--- src/rtl/psum_arb_pkg.sv ---
// Shared definitions for the psum BRAM port arbiter: FSM encoding, ownership
// values and the config-register bit that requests core ownership.
package psum_arb_pkg;

    localparam logic [1:0] ST_HOST    = 2'd0;
    localparam logic [1:0] ST_TO_CORE = 2'd1;
    localparam logic [1:0] ST_CORE    = 2'd2;
    localparam logic [1:0] ST_TO_HOST = 2'd3;

    typedef enum logic [1:0] {
        S_HOST    = ST_HOST,
        S_TO_CORE = ST_TO_CORE,
        S_CORE    = ST_CORE,
        S_TO_HOST = ST_TO_HOST
    } arb_state_e;

    localparam logic OWNER_HOST = 1'b0;
    localparam logic OWNER_CORE = 1'b1;

    localparam int unsigned CTRL_START_BIT = 0;

endpackage

--- src/rtl/psum_bram_port_arbiter_rr_arbiter.sv ---
// Round-robin arbiter: grants the first request at or after ptr and returns
// the pointer value that follows the granted index.
module rr_arbiter
    import psum_arb_pkg::*;
#(
    parameter int unsigned NUM_PORT = 4,
    parameter int unsigned PTR_W    = 2
) (
    input  logic [NUM_PORT-1:0] req,
    input  logic [PTR_W-1:0]    ptr,
    output logic [NUM_PORT-1:0] gnt,
    output logic [PTR_W-1:0]    next_ptr
);

    logic found;

    // Two ascending scans: first the indices at or above ptr, then the wrap-around.
    always_comb begin
        gnt      = '0;
        next_ptr = ptr;
        found    = 1'b0;
        for (int unsigned j = 0; j < NUM_PORT; j++) begin
            if (!found && req[j] && (j >= 32'(ptr))) begin
                gnt[j]   = 1'b1;
                found    = 1'b1;
                next_ptr = (j == NUM_PORT - 1) ? '0 : PTR_W'(j + 1);
            end
        end
        for (int unsigned j = 0; j < NUM_PORT; j++) begin
            if (!found && req[j]) begin
                gnt[j]   = 1'b1;
                found    = 1'b1;
                next_ptr = (j == NUM_PORT - 1) ? '0 : PTR_W'(j + 1);
            end
        end
    end

endmodule

--- src/rtl/psum_bram_port_arbiter.sv ---
// Shares one psum BRAM port between the host BRAM controller and NUM_PORT core
// requesters; ownership switches only once in-flight core reads have drained.
module psum_bram_port_arbiter
    import psum_arb_pkg::*;
#(
    parameter int unsigned NUM_PORT   = 4,
    parameter int unsigned ADDR_WIDTH = 32,
    parameter int unsigned DATA_WIDTH = 32,
    parameter int unsigned NUM_BYTE   = 4,
    parameter int unsigned REG_WIDTH  = 32,
    parameter int unsigned RD_LATENCY = 2
) (
    input  logic                           clk,
    input  logic                           rst,
    input  logic [REG_WIDTH-1:0]           i_conf_ctrl,
    input  logic [ADDR_WIDTH-1:0]          bram_addr_a,
    input  logic [DATA_WIDTH-1:0]          bram_wrdata_a,
    input  logic [NUM_BYTE-1:0]            bram_we_a,
    input  logic                           bram_en_a,
    output logic [DATA_WIDTH-1:0]          bram_rddata_a,
    input  logic [NUM_PORT-1:0]            core_req,
    input  logic [NUM_PORT*NUM_BYTE-1:0]   core_we,
    input  logic [NUM_PORT*ADDR_WIDTH-1:0] core_addr,
    input  logic [NUM_PORT*DATA_WIDTH-1:0] core_wdat,
    output logic [NUM_PORT-1:0]            core_gnt,
    output logic [NUM_PORT-1:0]            core_rvalid,
    output logic [DATA_WIDTH-1:0]          core_rdat,
    output logic [ADDR_WIDTH-1:0]          addra,
    output logic [DATA_WIDTH-1:0]          dina,
    output logic [NUM_BYTE-1:0]            wea,
    output logic                           ena,
    output logic                           rsta,
    input  logic [DATA_WIDTH-1:0]          douta,
    output logic                           o_owner,
    output logic                           o_busy,
    output logic                           o_err
);

    localparam int unsigned PTR_W = (NUM_PORT > 1) ? $clog2(NUM_PORT) : 1;
    localparam int unsigned DEPTH = 1 + RD_LATENCY;

    arb_state_e              state, state_nxt;
    logic                    owner;
    logic                    err;
    logic [PTR_W-1:0]        rr_ptr, rr_ptr_nxt;
    logic [NUM_PORT-1:0]     arb_req, gnt;
    logic [DEPTH-1:0]        tag_vld;
    logic [PTR_W-1:0]        tag_idx [DEPTH];
    logic                    pipe_busy, ctrl_core;
    logic [PTR_W-1:0]        sel_idx;
    logic [ADDR_WIDTH-1:0]   sel_addr;
    logic [NUM_BYTE-1:0]     sel_we;
    logic [DATA_WIDTH-1:0]   sel_dat;
    logic                    unused_ctrl;

    assign ctrl_core   = i_conf_ctrl[CTRL_START_BIT];
    assign unused_ctrl = ^i_conf_ctrl;
    assign pipe_busy   = |tag_vld;

    // A ctrl flip in a transition state reverses the target; draining still gates arrival.
    always_comb begin
        state_nxt = state;
        case (state)
            S_HOST:    if (ctrl_core) state_nxt = S_TO_CORE;
            S_TO_CORE: if (!ctrl_core) state_nxt = S_TO_HOST;
                       else if (!pipe_busy) state_nxt = S_CORE;
            S_CORE:    if (!ctrl_core) state_nxt = S_TO_HOST;
            S_TO_HOST: if (ctrl_core) state_nxt = S_TO_CORE;
                       else if (!pipe_busy) state_nxt = S_HOST;
            default:   state_nxt = S_HOST;
        endcase
    end

    always_ff @(posedge clk) begin
        if (!rst) begin
            state <= S_HOST;
            owner <= OWNER_HOST;
            err   <= 1'b0;
        end else begin
            state <= state_nxt;
            if (state_nxt == S_CORE)      owner <= OWNER_CORE;
            else if (state_nxt == S_HOST) owner <= OWNER_HOST;
            if (bram_en_a && (state != S_HOST)) err <= 1'b1;
        end
    end

    assign arb_req = core_req & {NUM_PORT{rst && (state == S_CORE)}};

    rr_arbiter #(
        .NUM_PORT (NUM_PORT),
        .PTR_W    (PTR_W)
    ) u_rr_arbiter (
        .req      (arb_req),
        .ptr      (rr_ptr),
        .gnt      (gnt),
        .next_ptr (rr_ptr_nxt)
    );

    always_comb begin
        sel_idx  = '0;
        sel_addr = '0;
        sel_we   = '0;
        sel_dat  = '0;
        for (int unsigned j = 0; j < NUM_PORT; j++) begin
            if (gnt[j]) begin
                sel_idx  = PTR_W'(j);
                sel_addr = core_addr[j*ADDR_WIDTH +: ADDR_WIDTH];
                sel_we   = core_we[j*NUM_BYTE +: NUM_BYTE];
                sel_dat  = core_wdat[j*DATA_WIDTH +: DATA_WIDTH];
            end
        end
    end

    always_ff @(posedge clk) begin
        if (!rst) begin
            rr_ptr <= '0;
            ena    <= 1'b0;
            wea    <= '0;
            addra  <= '0;
            dina   <= '0;
        end else begin
            if (|gnt) rr_ptr <= rr_ptr_nxt;
            if (state == S_HOST) begin
                ena   <= bram_en_a;
                wea   <= bram_en_a ? bram_we_a : '0;
                addra <= bram_addr_a;
                dina  <= bram_wrdata_a;
            end else if (|gnt) begin
                ena   <= 1'b1;
                wea   <= sel_we;
                addra <= sel_addr;
                dina  <= sel_dat;
            end else begin
                ena   <= 1'b0;
                wea   <= '0;
            end
        end
    end

    // Stage 0 aligns with the registered issue; the last stage lines up with douta.
    always_ff @(posedge clk) begin
        if (!rst) begin
            tag_vld <= '0;
            for (int unsigned i = 0; i < DEPTH; i++) tag_idx[i] <= '0;
        end else begin
            tag_vld    <= {tag_vld[DEPTH-2:0], (|gnt) && !(|sel_we)};
            tag_idx[0] <= sel_idx;
            for (int unsigned i = 1; i < DEPTH; i++) tag_idx[i] <= tag_idx[i-1];
        end
    end

    always_comb begin
        core_rvalid = '0;
        for (int unsigned j = 0; j < NUM_PORT; j++) begin
            core_rvalid[j] = tag_vld[DEPTH-1] && (tag_idx[DEPTH-1] == PTR_W'(j));
        end
    end

    assign core_gnt      = gnt;
    assign core_rdat     = tag_vld[DEPTH-1] ? douta : '0;
    assign bram_rddata_a = (state == S_HOST) ? douta : '0;
    assign rsta          = ~rst;
    assign o_owner       = owner;
    assign o_err         = err;
    assign o_busy        = pipe_busy || (state == S_TO_CORE) || (state == S_TO_HOST);

endmodule

--- config.mk ---
export PLATFORM = sky130hd
export DESIGN_NAME = psum_bram_port_arbiter
export DESIGN_NICKNAME = d
export VERILOG_FILES = /design/src/rtl/psum_arb_pkg.sv /design/src/rtl/psum_bram_port_arbiter_rr_arbiter.sv /design/src/rtl/psum_bram_port_arbiter.sv
export SDC_FILE = /design/constraint.sdc
export NUM_CORES = 1
export LEC_CHECK = 0
export BUFFER_PORTS_ARGS = -buffer_cell sky130_fd_sc_hd__buf_2
export CAP_MARGIN = 30
export CORE_AREA = 2 2 216 218
export CTS_BUF_LIST = sky130_fd_sc_hd__clkbuf_16
export CTS_CLUSTER_DIAMETER = 150
export DETAILED_ROUTE_END_ITERATION = 6
export DIE_AREA = 0 0 218 220
export SETUP_SLACK_MARGIN = 0.2
export SLEW_MARGIN = 25
export SYNTH_ARGS = -nofsm -noshare
export SYNTH_HDL_FRONTEND = slang
export SYNTH_SLANG_ARGS = --single-unit
--- constraint.sdc ---
create_clock -name clk -period 2.6 [get_ports clk]
set_clock_uncertainty 0.15 [all_clocks]
set_input_delay 0.26 -clock clk [delete_from_list [all_inputs] [get_ports clk]]
set_output_delay 0.26 -clock clk [all_outputs]
set_load 0.02 [all_outputs]
Yosys cells after proc, flatten, opt, wreduce, memory -nomap -nowiden
Memory sizes are Yosys's and may differ from the RTL's.
Cells that the tools add are included.
{"block": "totals", "input_bits": 411, "regBits": 78, "memories": 1, "elab_cells": 125, "ramBits": 6}
{"name": "tag_idx", "words": 3, "word_bits": 2, "rd": 3, "rd_ports_with_merged_regs": 0, "wr": 3, "line_no": "psum_bram_port_arbiter.sv:48", "text": "logic [PTR_W-1:0] tag_idx [DEPTH];"}
{"block": "classes", "n_reduce_logical": 38, "order_cmp": 3, "n_eq_ne": 7, "muxes": 62, "bitwise": 5}
{"cell": "2-to-1 mux 32 bit", "n": 14}
{"cell": "2-to-1 mux 2 bit", "n": 19}
{"cell": "2-to-1 mux 4 bit", "n": 7}
{"cell": "2-to-1 mux 1 bit", "n": 21}
{"cell": "logical AND 1 bit", "n": 17}
{"cell": "equality test 2 bit (second input constant)", "n": 5}
{"cell": "zero test 1 bit", "n": 8}
{"cell": "one-hot mux 2 bit (4 select lines)", "n": 1}
{"cell": "nonzero test 8 bit", "n": 1}
{"cell": "OR reduction 4 bit", "n": 2}
{"cell": "zero test 2 bit", "n": 3}
{"cell": "nonzero test 2 bit", "n": 3}
{"cell": "AND 4 bit", "n": 1}
{"cell": "equality test 2 x 1 -> 1 bit (second input constant)", "n": 2}
{"cell": "greater-or-equal comparator 1 x 2 -> 1 bit (first input constant)", "n": 2}
{"cell": "bitwise OR 1 bit", "n": 3}
{"cell": "OR reduction 3 bit", "n": 1}
{"cell": "greater-or-equal comparator 2 bit (first input constant)", "n": 1}
{"cell": "logical OR 1 bit", "n": 2}
{"cell": "AND reduction 2 bit", "n": 1}
{"cell": "NOT 1 bit", "n": 1}

Depth between registers and ports, before layout
Gate-level depths: netlist (run 1).
{"block": "depth", "ltp_word": 32, "depth_mapped": 11}

Cells and area by module
A second synthesis (run 1) with hierarchy kept.
{"block": "hier_totals", "hier_cells": 733, "area_unflattened_um2": 5665.4}
{"mod": "psum_bram_port_arbiter", "n_inst": 1, "cells_per_inst": 705, "area_per_inst_um2": 5481.5}
{"mod": "rr_arbiter", "n_inst": 1, "cells_per_inst": 28, "area_per_inst_um2": 183.9}

Worst setup path after synthesis (run 1)
No wires, ideal clock.
{"block": "synth_path", "kind": "reg-to-reg", "from": "register state[0]", "to": "register addra[19]", "path_stages_with_launch": 9, "arrival_time_ps": 1768, "required_ps": 2316, "period_less_slack_ps": 2052, "setup_slack_ps": 548, "cell_sequence": "dfxtp_1 > buf_4 > and4bb_1 > a41o_1 > clkbuf_2 > buf_4 > buf_2 > a221oi_1 > o22ai_1"}
{"element": "from (decl)", "line_no": "psum_bram_port_arbiter.sv:42", "text": "arb_state_e state, state_nxt;"}
{"element": "from (signal assigned)", "line_no": "psum_bram_port_arbiter.sv:80", "text": "state <= state_nxt;"}
{"element": "equality test 2 bit *", "line_no": "psum_bram_port_arbiter.sv:87", "text": "assign arb_req = core_req & {NUM_PORT{rst && (state == S_CORE)}};"}
{"element": "logical AND 1 bit *", "line_no": "psum_bram_port_arbiter.sv:87"}
{"element": "AND 4 bit *", "line_no": "psum_bram_port_arbiter.sv:87"}
{"element": "logical AND 1 bit", "line_no": "psum_bram_port_arbiter_rr_arbiter.sv:23", "text": "if (!found && req[j] && (j >= 32'(ptr))) begin"}
{"element": "2-to-1 mux 1 bit", "line_no": "psum_bram_port_arbiter_rr_arbiter.sv:23"}
{"element": "zero test 1 bit", "line_no": "psum_bram_port_arbiter_rr_arbiter.sv:23"}
{"element": "logical AND 1 bit (2 in series)", "line_no": "psum_bram_port_arbiter_rr_arbiter.sv:23"}
{"element": "2-to-1 mux 1 bit", "line_no": "psum_bram_port_arbiter_rr_arbiter.sv:23"}
{"element": "[... 6 more ...]"}
{"element": "2-to-1 mux 1 bit", "line_no": "psum_bram_port_arbiter_rr_arbiter.sv:23"}
{"element": "zero test 1 bit", "line_no": "psum_bram_port_arbiter_rr_arbiter.sv:30", "text": "if (!found && req[j]) begin"}
{"element": "logical AND 1 bit", "line_no": "psum_bram_port_arbiter_rr_arbiter.sv:30"}
{"element": "2-to-1 mux 1 bit *", "line_no": "psum_bram_port_arbiter_rr_arbiter.sv:30"}
{"element": "net core_gnt[0]", "line_no": "psum_bram_port_arbiter.sv:25", "text": "output logic [NUM_PORT-1:0] core_gnt,"}
{"element": "2-to-1 mux 32 bit (4 in series)", "line_no": "psum_bram_port_arbiter.sv:105", "text": "if (gnt[j]) begin"}
{"element": "2-to-1 mux 32 bit", "line_no": "psum_bram_port_arbiter.sv:128", "text": "end else if (|gnt) begin"}
{"element": "2-to-1 mux 32 bit", "line_no": "psum_bram_port_arbiter.sv:123", "text": "if (state == S_HOST) begin"}
{"element": "to (signal assigned)", "line_no": "psum_bram_port_arbiter.sv:126", "text": "addra <= bram_addr_a;"}
{"element": "to (signal assigned)", "line_no": "psum_bram_port_arbiter.sv:131", "text": "addra <= sel_addr;"}
{"element": "to (decl)", "line_no": "psum_bram_port_arbiter.sv:28", "text": "output logic [ADDR_WIDTH-1:0] addra,"}
The timed path passes the listed nets; every way through them passes the cells marked *. The select of a mux whose other input is x is not followed.
A chain may end at the register's enable or synchronous reset.

Worst setup path after layout (run 1)
{"block": "layout_path", "from": "register state[0]", "to": "output core_gnt[0]"}
{"block": "layout_between", "elab_chain_len": 19}
{"element": "equality test 2 bit *", "line_no": "psum_bram_port_arbiter.sv:87"}
{"element": "logical AND 1 bit *", "line_no": "psum_bram_port_arbiter.sv:87"}
{"element": "AND 4 bit *", "line_no": "psum_bram_port_arbiter.sv:87"}
{"element": "logical AND 1 bit", "line_no": "psum_bram_port_arbiter_rr_arbiter.sv:23"}
{"element": "2-to-1 mux 1 bit", "line_no": "psum_bram_port_arbiter_rr_arbiter.sv:23"}
{"element": "zero test 1 bit", "line_no": "psum_bram_port_arbiter_rr_arbiter.sv:23"}
{"element": "logical AND 1 bit (2 in series)", "line_no": "psum_bram_port_arbiter_rr_arbiter.sv:23"}
{"element": "2-to-1 mux 1 bit", "line_no": "psum_bram_port_arbiter_rr_arbiter.sv:23"}
{"element": "zero test 1 bit", "line_no": "psum_bram_port_arbiter_rr_arbiter.sv:23"}
{"element": "logical AND 1 bit (2 in series)", "line_no": "psum_bram_port_arbiter_rr_arbiter.sv:23"}
{"element": "2-to-1 mux 1 bit", "line_no": "psum_bram_port_arbiter_rr_arbiter.sv:23"}
{"element": "zero test 1 bit", "line_no": "psum_bram_port_arbiter_rr_arbiter.sv:23"}
{"element": "logical AND 1 bit", "line_no": "psum_bram_port_arbiter_rr_arbiter.sv:23"}
{"element": "2-to-1 mux 1 bit", "line_no": "psum_bram_port_arbiter_rr_arbiter.sv:23"}
{"element": "zero test 1 bit", "line_no": "psum_bram_port_arbiter_rr_arbiter.sv:30"}
{"element": "logical AND 1 bit", "line_no": "psum_bram_port_arbiter_rr_arbiter.sv:30"}
{"element": "2-to-1 mux 1 bit *", "line_no": "psum_bram_port_arbiter_rr_arbiter.sv:30"}
{"element": "to (decl)", "line_no": "psum_bram_port_arbiter.sv:25"}
Mark *: on every way between the ends. The rest lies on a longest branch, timed or not.

==> reports/qor.tcl, run 1 <==
set qor(htree_levels) 3
set qor(ir_drop_mv) 0.2299
set qor(setup.worst_path.start_class) {register}
set qor(rows) 79
set qor(share_clk_of_total_power) 0.227
set qor(coreArea_um2) 45860
set qor(timing.final.crit_share) 0.8944
set qor(power.switching_fraction) 0.4214
set qor(clock_insertion_delay_worst_skew_ps) 380
set qor(cell_internal_pwr_w) 0.003423
set qor(detailedPlace.worstSlack_ps) 105.4
set qor(cts_max_path_buffers) 2
set qor(comb_power_share) 0.488
set qor(io-pin-count) 556
set qor(holdCritPathClass) {in2reg}
set qor(grt_remaining_overflow) 0
set qor(hold_ws_ps) 36.21
set qor(grt_max_degree) 72
set qor(synth.avg_cell_area_um2) 7.767
set qor(die_h_um) 220
set qor(grt_pass1_vias) 7948
set qor(critPathKind) {reg2out}
set qor(detail_route.wl_per_cell_um) 19.06
set qor(die_area_um2) 47960
set qor(finish.net_count) 1723
set qor(max-cap-violations) 0
set qor(detail_routed_via_count_per_cell) 4.426
set qor(seqCellArea_um2) 1685
set qor(synth-main-ff-cell) {dfxtp_1}
set qor(fillCellCount) 5095
set qor(mappedNetlistNets) 1153
set qor(total_switching_power_w) 0.002493
set qor(yosysWarnings) 0
set qor(vias) 8542
set qor(tritoncts_clock_tree) {done}
set qor(critical_path.max_fanout) 27
set qor(utilization) 0.2248
set qor(area.growth.synth_to_final_pct) 78.92
set qor(route.detailed.drc) 0
set qor(timing.slew.headroom) 0.6188
set qor(tritoncts.num_buffers) 9
set qor(multi_input_gate_area_um2) 3684
set qor(status) {complete, no violations}
set qor(dr.pass1.iters) 5
set qor(synth_top_cells_by_area) {dfxtp_1 29%, a21oi_1 9.3%, and2_1 7.7%}
set qor(grt_setup_unrepaired) {true}
set qor(tightest_pin_transition_ps) 571.7
set qor(worst_slack_ps) 274.7
set qor(synthCells) 742
set qor(final-hold-violation-count) 0
set qor(drt_wl_total_mm) 36.79
set qor(groute.usage.overall) 0.1399
set qor(endpoint_kind) {output pin}
set qor(path_clk_slew_ps) 80
set qor(setup_total_negative_slack_ps) 0
set qor(cp.arrival_ps) 1920
set qor(dp_hpwl_mm) 26.69
set qor(synth_async_sr_flop_share) 0
set qor(layout-drive-gt1-share) 0.4601
set qor(cp.required_ps) 2190
set qor(max_clock_freq_mhz) 430.0
set qor(synth.distinct_cells) 53
set qor(initial_utilization) 0.1257
set qor(ys_ff_latch) 84
set qor(layout_commonest_cell) {buf_2}
set qor(clock_sinks) 84
set qor(cts.root.buffer_cell) {clkbuf_16}
set qor(sequentialPowerShare) 0.285
set qor(initialDrtViolationCount) 412
set qor(synth.yosys.seq_area_share) 0.2918
set qor(first_pass_grt_wire_length_mm) 48.76
set qor(netlist.top_cell.by_area) {dfxtp_1}
set qor(layout_min_cycle_time_ps) 2325
set qor(leakage_power_of_the_design_nw) 4.841
set qor(placedInstanceArea_um2) 9080
set qor(synth-edff-count) 0
set qor(route.antenna.remaining_nets) 0
set qor(netlist.area_leader.share) 0.2918
set qor(setup-violations-final) 0
set qor(io_buffers) 524
set qor(globalplace.congestion) 0.9428
set qor(stdcell_area_um2) 10310
set qor(cellPowerDensity_nw_per_um2) 573.8
set qor(synth_area_um2) 5763
set qor(commonest_cells_after_routing_fill_and_taps_aside) {522 x buf_2, 106 x a21oi_1, 81 x dfxtp_1}
set qor(antenna_found_initial) 14
set qor(finalMaxSlewViolations) 0
set qor(die_x_um) 218
[final timing paths]
path	from	slack, ps	end	cells past startpoint
max	state[0]$_SDFF_PN0_	270	core_gnt[0]	5
max reg2reg	state[0]$_SDFF_PN0_	310	addra[11]$_SDFFE_PN0P_	7
min	core_wdat[7]	40	dina[7]$_SDFFE_PN0P_	3
min reg2reg	tag_idx[0][3]$_SDFF_PN0_	290	tag_idx[0][5]$_SDFF_PN0_	1
[kinds of logic after synthesis]
kind of cell	synth area share
flip-flops	0.2918
AO/OA/AOI/OAI	0.3795
buffers and inverters	0.08054
multiplexers	0.06079
XOR/XNOR	0.001520
AND/OR/NAND/NOR	0.1858
[critical path: stages (launching register included)]
cell	delay, ps
dfxtp_2	390
and3b_2	260
nand3_1	150
a41o_4	280
buf_16	230
buf_2	220
[state kept, by name (all words and copies together), names as in the netlist]
register and count:
addra 32, tag_vld 3, o_owner 1, state 2, ena 1, tag_idx 6, dina 32, o_err 1
rr_ptr 2, wea 4
[power by group through the flow]
stage / Combinational, W / Clock, W / Sequential [W]
2_1_floorplan: 0.00134 / 0 / 0.00198
3_3_place_gp: 0.00272 / 0 / 0.00170
3_5_place_dp: 0.00274 / 0 / 0.00171
4_1_cts: 0.00285 / 0.00142 / 0.00168
5_1_grt: 0.00310 / 0.00147 / 0.00171
6_report: 0.00289 / 0.00134 / 0.00169
[per-stage QoR]
step	instances	total power (W)
global route	1925	0.006279
global placement	1824	0.004416
floorplan	742	0.003315
detailed placement	1824	0.004451
finish	1930	0.005916
CTS	1919	0.005952
[metal layers]
metal	up-vias	GRT usage	routed length [µm]	share of wire
met3	95	0.04527	3345	0.091
met5	-	0	32	0.00087
met2	555	0.2306	16760	0.46
li1	3913	-	-	-
met4	6	0.07710	1652	0.045
met1	3973	0.1599	14990	0.41
[Yosys cell counts (all sizes together) (4+ instances only)]
library cell	count
a22oi	4
a31oi	4
mux2i	35
a211o	34
and3	4
nor2	39
clkbuf	42
a221oi	26
o22ai	64
nor3	6
a221o	4
dfxtp	84
o21ai	43
o2bb2a	30
nor2b	4
a21oi	107
and2	71
nand2	61
buf	40
inv	6
[what timing repair did]
| action | in CTS | in global routing |
|---|---|---|
| endpoints found under the hold margin | 54 | 0 |
| hold buffers | 73 | 0 |
| resized for setup | 8 | 10 |
| pin swaps | 1 | 3 |
| endpoints found under the setup margin | 7 | 11 |
| buffers inserted | 4 | 4 |
| gates cloned | 2 | 1 |
[final cells by class]
class	count	area share
clock inverters	7	0.005461
repair buffers	640	0.3734
clock buffers	9	0.02184
diodes	6	0.001456
inverters	7	0.003519
well taps	607	0.07366
flip-flops and latches	84	0.1635
multi-input cells	570	0.3572
Note: power is estimated with default switching activity, not from simulation.
==> run 2, diff against run 1 <==
--- a/constraint.sdc
+++ b/constraint.sdc
@@ -3,3 +3,3 @@
 set_input_delay 0.26 -clock clk [delete_from_list [all_inputs] [get_ports clk]]
 set_output_delay 0.26 -clock clk [all_outputs]
-set_load 0.02 [all_outputs]
+set_load 0.01 [all_outputs]
==> run 2 against run 1 <==
Against the previous run: global-route usage about the same; sequential power about the same; register-to-register slack worse by 80 ps; setup slack worse by 49 ps; flip-flop and latch count unchanged; worst hold slack worse by 3.1 ps; power down 0.96%; combinational power down 11%; clock power up 19%; final cell count down 0.41%; critical endpoint is now tag_vld[0]$_SDFF_PN0_.
==> reports/qor.tcl, run 2 (synthesized netlist as in run 1, its figures left out) <==
set qor(status) {complete, no violations}
set qor(die_area_um2) 47960 ;# unchanged
set qor(htree_levels) 3 ;# unchanged
set qor(antenna_found_initial) 15 ;# +1
set qor(max-cap-violations) 0 ;# unchanged
set qor(detailedPlace.worstSlack_ps) 96.45 ;# -8.931 ps
set qor(cp.required_ps) 2770 ;# +580 ps
set qor(globalplace.congestion) 0.9268 ;# -1.7%
set qor(setup_total_negative_slack_ps) 0 ;# unchanged
set qor(comb_power_share) 0.440 ;# -0.048
set qor(critical_path_depth) 8 ;# +3
set qor(io-pin-count) 556 ;# unchanged
set qor(commonest_cells_after_routing_fill_and_taps_aside) {524 x buf_2, 106 x a21oi_1, 80 x dfxtp_1}
set qor(critical_path.max_fanout) 6 ;# -78%
set qor(finish.net_count) 1713 ;# -0.58%
set qor(initial_utilization) 0.1257 ;# unchanged
set qor(final-hold-violation-count) 0 ;# unchanged
set qor(sequentialPowerShare) 0.287 ;# +0.002
set qor(dr.pass1.iters) 4 ;# -1
set qor(timing.slew.headroom) 0.6273 ;# +0.008442
set qor(setup-violations-final) 0 ;# unchanged
set qor(total_switching_power_w) 0.002172 ;# -13%
set qor(clock_insertion_delay_worst_skew_ps) 370 ;# about the same
set qor(post-place-cells) 1823 ;# -0.055%
set qor(power.switching_fraction) 0.3706 ;# -0.05077
set qor(dp_hpwl_mm) 26.62 ;# -0.28%
set qor(seqCellArea_um2) 1687 ;# about the same
set qor(path_clk_slew_ps) 70 ;# about the same
set qor(io_buffers) 524 ;# unchanged
set qor(share_clk_of_total_power) 0.273 ;# +0.046
set qor(critPathKind) {reg2reg}
set qor(ir_drop_mv) 0.2779 ;# +21%
set qor(layout_min_cycle_time_ps) 2374 ;# +48.68 ps
set qor(groute.usage.overall) 0.1399 ;# about the same
set qor(cell_internal_pwr_w) 0.003688 ;# +7.7%
set qor(grt_remaining_overflow) 0 ;# unchanged
set qor(drt_wl_total_mm) 35.91 ;# -2.4%
set qor(timing.reg2reg.worst_path_depth) 8 ;# +1
set qor(route.antenna.remaining_nets) 0 ;# unchanged
set qor(cellPowerDensity_nw_per_um2) 568.4 ;# -0.93%
set qor(clock_sinks) 84 ;# unchanged
set qor(layout-drive-gt1-share) 0.4660 ;# +0.005816
set qor(endpoint_kind) {register}
set qor(timing.final.crit_share) 0.9131 ;# +0.01872
set qor(detail_route.wl_per_cell_um) 18.68 ;# -2.0%
set qor(vias) 8375 ;# -2.0%
set qor(finalMaxSlewViolations) 0 ;# unchanged
set qor(worstHoldPathCells) 3 ;# unchanged
set qor(worst_path_dominant_cell_family) {compound AO/OA/AOI/OAI gates}
set qor(detail_routed_via_count_per_cell) 4.357 ;# -1.5%
set qor(rows) 79 ;# unchanged
set qor(max_stage_delay_ps) 440 ;# +50 ps
set qor(grt_pass1_vias) 7821 ;# -1.6%
set qor(first_pass_grt_wire_length_mm) 48.47 ;# -0.59%
set qor(multi_input_gate_area_um2) 3705 ;# +0.58%
set qor(worst_slack_ps) 226.0 ;# -48.68 ps
set qor(die_h_um) 220 ;# unchanged
set qor(worstPathCellList) {and3b_2, nand3_2, a41o_4, buf_4, a222oi_1, a21oi_1, nor4_2, buf_4}
set qor(timing.critical_path.mode_cell) {buf_4}
set qor(max_clock_freq_mhz) 421.2 ;# -2.1%
set qor(fillCellCount) 5079 ;# -0.31%
set qor(stdcell_area_um2) 10310 ;# about the same
set qor(instances_no_fill) 1922 ;# -0.41%
set qor(cp.arrival_ps) 2550 ;# +630 ps
set qor(tritoncts.num_buffers) 9 ;# unchanged
set qor(tightest_pin_transition_ps) 554.8 ;# -16.93 ps
set qor(critical_path.n_buffers_inverters) 2 ;# unchanged
set qor(top_regs) {addra (32), dina (32), tag_idx (6)}
set qor(grt_max_degree) 66 ;# -8.3%
set qor(area.growth.synth_to_final_pct) 78.87 ;# about the same
set qor(grt_setup_unrepaired) {true}
set qor(tritoncts_clock_tree) {done}
set qor(route.detailed.drc) 0 ;# unchanged
set qor(coreArea_um2) 45860 ;# unchanged
set qor(initialDrtViolationCount) 383 ;# -7.0%
set qor(cts_max_path_buffers) 2 ;# unchanged
set qor(die_x_um) 218 ;# unchanged
set qor(setup.worst_path.start_class) {register}
set qor(critical_path.slowest_cell) {a222oi_1}
set qor(holdCritPathClass) {in2reg}
set qor(leakage_power_of_the_design_nw) 4.849 ;# +0.17%
set qor(cts.root.buffer_cell) {clkbuf_16}
set qor(placedInstanceArea_um2) 9072 ;# about the same
set qor(layout_commonest_cell) {buf_2}
## run 2: cell types whose count changed in the layout (fill, tap and decap cells not counted), moves of 2 or more
cell           delta
clkinv_1          +2
a221oi_4          +2
diode_2           +2
dlygate4sd3_1    -12
buf_4             +2
bufinv_16         +3
buf_2             +2
buf_12            -2
a221oi_1          -2
inv_6             -4
## run 2: area by class of cell
type / instances / area share
timing repair buffer: 631 / 0.3651
multi-input combinational: 569 / 0.3594
sequential: 84 / 0.1636
tap: 607 / 0.07367
clock buffer: 9 / 0.02185
clock inverter: 7 / 0.01117
inverter: 7 / 0.003277
antenna: 8 / 0.001942
## run 2: per-layer routing
layer	wire (µm)	part of all wire	vias up	track usage
met5	41	0.0011	-	0
met4	1339	0.037	6	0.06372
met3	3035	0.085	69	0.04859
met2	16860	0.47	466	0.2374
met1	14630	0.41	3936	0.1574
li1	-	-	3898	-
## run 2: power groups by stage
stage	Clock, W	Sequential (W)	Combinational (W)
CTS	0.00169	0.00169	0.00257
global placement	0	0.00170	0.00243
detailed placement	0	0.00171	0.00246
floorplan	0	0.00180	0.00124
global route	0.00173	0.00171	0.00280
finish	0.00160	0.00168	0.00258
## run 2: worst paths after layout
path	slack, ps	startpoint	endpoint
setup / recovery	230	state[0]$_SDFF_PN0_	tag_vld[0]$_SDFF_PN0_
hold / removal	30	core_addr[114]	addra[18]$_SDFFE_PN0P_
setup reg to reg	230	state[0]$_SDFF_PN0_	tag_vld[0]$_SDFF_PN0_
hold reg to reg	290	tag_idx[0][0]$_SDFF_PN0_	tag_idx[0][2]$_SDFF_PN0_
## run 2: repair_timing
item | 4_1_cts | 5_1_grt
hold buffers | 61 | 0
pin swaps | 1 | 2
cloned | 3 | 0
hold endpoints to repair | 50 | 0
setup endpoints to repair | 5 | 15
setup buffers | 4 | 7
gates resized for setup | 12 | 6
## run 2: tightest hold or removal path, delay by kind of cell
family | cells | cell delay, ps
buffers and inverters | 1 | 80
AO/OA/AOI/OAI | 2 | 180
## run 2: stage by stage
step / util / power [W] / hold WS [ps]
after floorplan: - / 0.003042 / 246.7
after global placement: 0.1978 / 0.004131 / 273.2
after detailed placement: 0.1978 / 0.004170 / 274.2
after CTS: 0.2225 / 0.005946 / 0.1893
after global routing: 0.2244 / 0.006240 / 8.654
final: 0.2248 / 0.005860 / 33.10
